[src/rtl/pio_pulse_pkg.sv]
// Shared types and default constants for the PIO pulse stretcher.
// Channel state is a two-state enum so it can be probed directly.
package pio_pulse_pkg;

    typedef enum logic {
        ST_IDLE   = 1'b0,
        ST_ACTIVE = 1'b1
    } chan_state_e;

    localparam int DEF_PRESCALE    = 50;
    localparam int DEF_PULSE_TICKS = 100;
    localparam int DEF_CNT_W       = 16;

endpackage

[src/rtl/pio_pulse_channel.sv]
// One output channel: rise detect, retriggerable tick counter and registered output.
// Handshake-free: ctrl_i is sampled every clk; tick_i is a one-cycle strobe.
module pio_pulse_channel
    import pio_pulse_pkg::*;
#(
    parameter int PULSE_TICKS = DEF_PULSE_TICKS,
    parameter int CNT_W       = DEF_CNT_W
) (
    input  logic        clk,
    input  logic        reset_n,
    input  logic        ctrl_i,
    input  logic        ctrl_prev_i,
    input  logic        mode_i,
    input  logic        tick_i,
    output logic        pulse_o,
    output chan_state_e state_o
);

    localparam logic [CNT_W-1:0] RELOAD = CNT_W'(PULSE_TICKS);
    localparam logic [CNT_W-1:0] ONE    = CNT_W'(1);

    chan_state_e      state_q, state_d;
    logic [CNT_W-1:0] cnt_q, cnt_d;
    logic             pulse_q, pulse_d;
    logic             rise;

    assign rise = ctrl_i & ~ctrl_prev_i;

    always_ff @(posedge clk or negedge reset_n) begin
        if (!reset_n) begin
            state_q <= ST_IDLE;
            cnt_q   <= '0;
            pulse_q <= 1'b0;
        end else begin
            state_q <= state_d;
            cnt_q   <= cnt_d;
            pulse_q <= pulse_d;
        end
    end

    // A rise always wins over the terminating tick, so retrigger never glitches low.
    always_comb begin
        state_d = state_q;
        cnt_d   = cnt_q;
        if (!mode_i) begin
            state_d = ST_IDLE;
            cnt_d   = '0;
        end else begin
            case (state_q)
                ST_IDLE: begin
                    if (rise) begin
                        state_d = ST_ACTIVE;
                        cnt_d   = RELOAD;
                    end
                end
                ST_ACTIVE: begin
                    if (rise) begin
                        cnt_d = RELOAD;
                    end else if (tick_i) begin
                        if (cnt_q == ONE) begin
                            state_d = ST_IDLE;
                            cnt_d   = '0;
                        end else begin
                            cnt_d = cnt_q - ONE;
                        end
                    end
                end
                default: begin
                    state_d = ST_IDLE;
                    cnt_d   = '0;
                end
            endcase
        end
    end

    always_comb begin
        pulse_d = mode_i ? (state_d == ST_ACTIVE) : ctrl_i;
    end

    assign pulse_o = pulse_q;
    assign state_o = state_q;

endmodule

[src/rtl/pio_pulse_stretcher.sv]
// Per-bit level passthrough or timed retriggerable pulse for the output PIO.
// Holds the shared prescaler and the ctrl_in history register.
module pio_pulse_stretcher
    import pio_pulse_pkg::*;
#(
    parameter int WIDTH       = 8,
    parameter int PRESCALE    = DEF_PRESCALE,
    parameter int PULSE_TICKS = DEF_PULSE_TICKS,
    parameter int CNT_W       = DEF_CNT_W
) (
    input  logic             clk,
    input  logic             reset_n,
    input  logic [WIDTH-1:0] ctrl_in,
    input  logic [WIDTH-1:0] mode_in,
    output logic [WIDTH-1:0] pulse_out,
    output logic [WIDTH-1:0] busy,
    output logic             tick
);

    localparam int PW = (PRESCALE > 1) ? $clog2(PRESCALE) : 1;
    localparam logic [PW-1:0] PRESC_LAST = PW'(PRESCALE - 1);

    if (PULSE_TICKS < 1 || PRESCALE < 1 || ((64'(PULSE_TICKS) >> CNT_W) != 64'd0))
    begin : g_param_check
        $error("pio_pulse_stretcher: bad PRESCALE/PULSE_TICKS/CNT_W");
    end

    logic [WIDTH-1:0] ctrl_q;
    logic [PW-1:0]    presc_q, presc_d;
    logic             tick_q, tick_d;
    chan_state_e      ch_state [WIDTH];

    // tick is registered so it is low in reset even when PRESCALE is 1.
    always_comb begin
        presc_d = (presc_q == PRESC_LAST) ? '0 : presc_q + PW'(1);
        tick_d  = (presc_d == PRESC_LAST);
    end

    always_ff @(posedge clk or negedge reset_n) begin
        if (!reset_n) begin
            ctrl_q  <= '0;
            presc_q <= '0;
            tick_q  <= 1'b0;
        end else begin
            ctrl_q  <= ctrl_in;
            presc_q <= presc_d;
            tick_q  <= tick_d;
        end
    end

    for (genvar i = 0; i < WIDTH; i++) begin : g_ch
        pio_pulse_channel #(
            .PULSE_TICKS(PULSE_TICKS),
            .CNT_W      (CNT_W)
        ) u_ch (
            .clk        (clk),
            .reset_n    (reset_n),
            .ctrl_i     (ctrl_in[i]),
            .ctrl_prev_i(ctrl_q[i]),
            .mode_i     (mode_in[i]),
            .tick_i     (tick_q),
            .pulse_o    (pulse_out[i]),
            .state_o    (ch_state[i])
        );
        assign busy[i] = (ch_state[i] == ST_ACTIVE);
    end

    assign tick = tick_q;

endmodule

[config.mk]
export PLATFORM = sky130hd
export DESIGN_NAME = pio_pulse_stretcher
export DESIGN_NICKNAME = d
export VERILOG_FILES = /design/src/rtl/pio_pulse_pkg.sv /design/src/rtl/pio_pulse_channel.sv /design/src/rtl/pio_pulse_stretcher.sv
export SDC_FILE = /design/constraint.sdc
export NUM_CORES = 1
export LEC_CHECK = 0
export BUFFER_PORTS_ARGS = -buffer_cell sky130_fd_sc_hd__buf_2
export CELL_PAD_IN_SITES_DETAIL_PLACEMENT = 0
export CELL_PAD_IN_SITES_GLOBAL_PLACEMENT = 1
export CORE_AREA = 2 2 188 144
export CTS_CLUSTER_SIZE = 30
export DETAILED_ROUTE_END_ITERATION = 10
export DIE_AREA = 0 0 190 146
export GPL_ROUTABILITY_DRIVEN = 0
export GPL_TIMING_DRIVEN = 0
export PLACE_DENSITY = 0.7
export SLEW_MARGIN = 0
export SYNTH_ARGS = -nofsm -noshare
export SYNTH_HDL_FRONTEND = slang
export SYNTH_SLANG_ARGS = --single-unit
[constraint.sdc]
create_clock -name clk -period 5.5 [get_ports clk]
set_input_delay 0.55 -clock clk [delete_from_list [all_inputs] [get_ports clk]]
set_output_delay 0.55 -clock clk [all_outputs]
set_load 0.05 [all_outputs]
==> impl.org <==
** Worst hold path
- Classification of the worst-slack hold path :: in2async

** Synthesis
- For this run, the leading register cell type out of synthesis is sky130_fd_sc_hd__dfrtp_1.
- In this run, synthesis inferred 0 flip-flops with an integrated enable.
- Post-synthesis compound-gate area fraction :: between 10% and 20%
- The number of nets in the synthesized netlist is approximately 1,000.
- Post-Synthesis Cells :: 996
- Number of synthesized register bits :: between 150 and 200
- Post-synth ARST share :: 100%
- Dominant combinational cell family by area after synthesis :: simple AND/OR/NAND/NOR gates
- Mux share of post-synthesis cell area :: less than 1%
- The synthesized netlist devotes under 10% of its cell area to adder and majority cells.
- Synth Warn # :: 0
- Summing every instance area after synthesis gives approximately 9000 sq um.
- Proportion of synthesized chip area in sequential cells :: between 40% and 50%
- After Yosys synthesis, XOR and XNOR cells account for 0.977% of the synthesized area.
- The netlist uses 75 different library cells.
- The average instance in the mapped netlist occupies around 9.0 sq um.
- Fraction of the mapped netlist area in simple logic gates :: about 28%

** Detailed routing
- Drt pass-1 iters :: 5
- The routed design has between 20,000 and 25,000 um of wire.
- The final route contains around 7,700 vias.
- Wire per inst :: roughly 16 um
- Dividing the detail-routed via count by the number of cells gives around 5.5.
- The count of nets left with antenna violations once routing finished came out at 0.
- For this run, design rule violations remaining after detail routing come to 0.
- The detailed router finished its first iteration with between 600 and 700 violations.

** Timing
- Final Hold Viols :: 0
- Subtracting the final worst setup slack from the clock period gives between 2 and 3 ns.
- Final worst-path cycle share :: roughly 53%
- Max-slew headroom :: between 40 and 50%
- Across the routed clock network, the largest skew measured is between 0.01 and 0.015 ns.
- For this run, the top clock speed supported by timing is 0.346 GHz.
- Max Slew Vio Count :: 0
- Unrepaired setup endpoints after global routing :: false
- After routing, the total negative slack on setup checks comes to 0 ns.
- Setup violations remaining at the end of the flow were counted as 0.
- For the pin with the worst max-slew slack, the measured transition is 0.885 ns.

** Clock network
- Maximum buffer depth of the clock tree :: 2
- The cell sitting at the root of the clock tree is a sky130_fd_sc_hd__clkbuf_16.
- Clock sink count :: 159
- In this run, CTS created clock tree buffers numbering 17.
- Clock tree from TritonCTS :: yes
- After clock tree synthesis, the clock-pin slew on the worst setup and hold paths is ~0.070 ns.
- Gates resized, CTS repair :: 0
- Clock latency on the worst-skew pair, taken at its later pin, is 0.43 ns.
- Total of hold buffers inserted after clock tree synthesis :: 0
- In this run the number of H-tree levels came out at 4.
- Post-CTS timing repair inserted 0 buffers for setup.

** Final layout
- Fraction of layout instances using a drive strength above 1 :: about an eighth
- Most frequent standard cell in the layout excluding fill and tap cells :: sky130_fd_sc_hd__dfrtp_1
- The library cells used most frequently in the layout, excluding fill and tap cells, are sky130_fd_sc_hd__dfrtp_1, sky130_fd_sc_hd__nand2_1, sky130_fd_sc_hd__nor2_1.
- Finished Core Util :: between 30% and 40%
- In the final design database the tool counted around 1,100 nets.
- Layout filler cell count :: ~2,600
- The area growth from synthesis to layout is 13.2%.
- The repair_antennas step left the layout with diodes totalling 0.

** Run
- The tool flagged a number of max-cap violations equal to 0.

** Floorplanning
- Die outline height :: roughly 150 um
- Core outline area :: roughly 26,000 sq um
- Die Span X :: 190 um
- Top Ports :: 35
- The die covers about 28,000 sq um.
- For this configuration, the core starts out at a cell density of 34.9%.
- Total number of placement rows :: 51

** Placed design
- Count of buffers from port buffering :: 31
- Detail Placement HPWL :: 15,200 um

** Worst setup path
- Sort of element at the end of the critical path :: register
- Data on the critical path is required at its endpoint by approximately 5.8 ns.
- The number of cells on the worst reg-to-reg path is 7.
- Of all nets on the critical path, the largest fanout is 10.
- By startpoint and endpoint, the worst setup path is classified as reg2reg.
- STA classifies the critical path startpoint as a register.
- Data on the critical path arrives at its endpoint at about 3.2 ns.

** Pwr
- Summing internal, switching and leakage power gives between 2000 and 3000 uW.
- VDD sags by at most 208 uV.
- In this run the power density over the cells is between 200 and 300 nW/um^2.
- For this design the static power due to leakage is 0.00442 uW.

** Global route
- Initial antenna violation count :: 0
- Total overflow reported by the global router :: 0
- Vias in the first global route :: around 7,300
- Entering global routing, the biggest net connects ~110 pins.
- The first global-routing pass estimated 37,900 um of wire.
- GRT Resource Usage Total :: ~17%

** Outcome
- Run status :: completed
[worst max-delay path, stage by stage, from the launching register on]
cell and delay [ns]:
sky130_fd_sc_hd__dfrtp_1 0.46, sky130_fd_sc_hd__buf_2 0.36, sky130_fd_sc_hd__buf_1 0.66, sky130_fd_sc_hd__nand2_1 0.33
sky130_fd_sc_hd__nand2_1 0.19, sky130_fd_sc_hd__clkbuf_1 0.39, sky130_fd_sc_hd__o21ai_0 0.17, sky130_fd_sc_hd__a32o_1 0.23
[per-stage QoR]
step	hold slack, ns	setup WS (ns)	instance area, sq um	instances
after floorplan	0.254	3.27	8960	996
after global placement	0.495	1.18	9550	1371
after detailed placement	0.489	2.54	9590	1372
after CTS	0.0225	2.51	10100	1404
after global routing	0.0298	2.38	10100	1404
final	0.0108	2.61	10100	1404
[where the power goes]
part / switching [uW] / internal [uW]
registers: 36.8 / 1210
clock network: 524 / 613
logic: 274 / 149
total: 835 / 1970
[final cells by class]
cell class | instances | area [sq um] | share of cell area, %
plain buffers | 48 | 273 | 2.69
clock buffers | 20 | 457 | 4.50
clock inverters | 12 | 104 | 1.02
inverters | 35 | 131 | 1.29
multi-input cells | 754 | 4580 | 45.1
flip-flops and latches | 159 | 3980 | 39.2
well taps | 344 | 430 | 4.24
repair buffers | 32 | 193 | 1.90
[path summary, 6_finish.rpt]
kind | start | to | slack, ns
worst max-delay path | tick$_DFF_PN0_ | g_ch[3].u_ch.cnt_q[6]$_DFFE_PN0P_ | 2.61
worst min-delay path | reset_n | g_ch[3].u_ch.cnt_q[10]$_DFFE_PN0P_ | 0.01
worst max register to register | tick$_DFF_PN0_ | g_ch[3].u_ch.cnt_q[6]$_DFFE_PN0P_ | 2.61
worst min register to register | g_ch[5].u_ch.cnt_q[13]$_DFFE_PN0P_ | g_ch[5].u_ch.cnt_q[13]$_DFFE_PN0P_ | 0.51
max in group asynchronous | reset_n | g_ch[6].u_ch.cnt_q[3]$_DFFE_PN0P_ | 4.57
min in group clk | ctrl_in[0] | ctrl_q[0]$_DFF_PN0_ | 0.25
[flip-flops by register name, indices dropped and copies added, names as in the netlist]
signal / cells
ctrl_q: 8
presc_q: 6
tick: 1
g_ch.u_ch.pulse_o: 8
g_ch.u_ch.cnt_q: 128
g_ch.u_ch.state_o: 8
[layer usage]
metal / GRT usage, % / routed length, um / vias to the layer above
met1: 26.2 / 11900 / 3722
met5: 0 / 0 / -
met4: 3.60 / 154 / 0
met3: 3.04 / 837 / 11
li1: - / - / 3807
met2: 23.1 / 8950 / 116
[cell families after synthesis]
logic type | after synthesis
AOI/OAI and AO/OA | 263
xor gates and xnor gates | 10
adders and majority gates | 19
buffers and inverters | 83
DFF | 159
muxes | 6
and+or+nand+nor | 456
[Yosys cell counts (4+ instances only)]
master                     count  area (sq um)
sky130_fd_sc_hd__and2_1        5          31.3
sky130_fd_sc_hd__nor4_1       18           113
sky130_fd_sc_hd__or2_2        12          75.1
sky130_fd_sc_hd__and4_1        4          35.0
sky130_fd_sc_hd__inv_1        35           131
sky130_fd_sc_hd__buf_2         8          40.0
sky130_fd_sc_hd__o22ai_1      10          62.6
sky130_fd_sc_hd__o211ai_1      7          52.6
sky130_fd_sc_hd__a311oi_1      4          35.0
sky130_fd_sc_hd__or4_1        24           180
sky130_fd_sc_hd__or3_1        29           181
sky130_fd_sc_hd__nand4_1      10          62.6
sky130_fd_sc_hd__xor2_1        4          35.0
sky130_fd_sc_hd__nor2b_1       9          56.3
sky130_fd_sc_hd__nor3_1       49           245
sky130_fd_sc_hd__a22o_1        9          78.8
sky130_fd_sc_hd__a21oi_1      64           320
sky130_fd_sc_hd__o21ai_1       6          30.0
sky130_fd_sc_hd__xnor2_1       6          52.6
sky130_fd_sc_hd__buf_4        16           120
sky130_fd_sc_hd__nor4_4        4          85.1
sky130_fd_sc_hd__and3_1        5          31.3
sky130_fd_sc_hd__ha_1         19           238
sky130_fd_sc_hd__nor2_1       85           319
sky130_fd_sc_hd__a31oi_1      38           238
sky130_fd_sc_hd__a21boi_0      8          60.1
sky130_fd_sc_hd__mux2i_1       5          50.1
sky130_fd_sc_hd__nand4b_1      7          61.3
sky130_fd_sc_hd__o21ai_0      55           275
sky130_fd_sc_hd__o31ai_1      12          90.1
sky130_fd_sc_hd__dfrtp_1     159          3980
sky130_fd_sc_hd__nand2_1     108           405
sky130_fd_sc_hd__a32o_1       11           110
sky130_fd_sc_hd__nand3b_1      5          37.5
sky130_fd_sc_hd__o21a_1        5          37.5
sky130_fd_sc_hd__nand3_1      28           140
sky130_fd_sc_hd__clkbuf_1     19          71.3
sky130_fd_sc_hd__nand2b_1     17           106
sky130_fd_sc_hd__nor3b_1       8          60.1
sky130_fd_sc_hd__o41ai_1       6          52.6
Note: power is estimated with default switching activity, not from simulation.
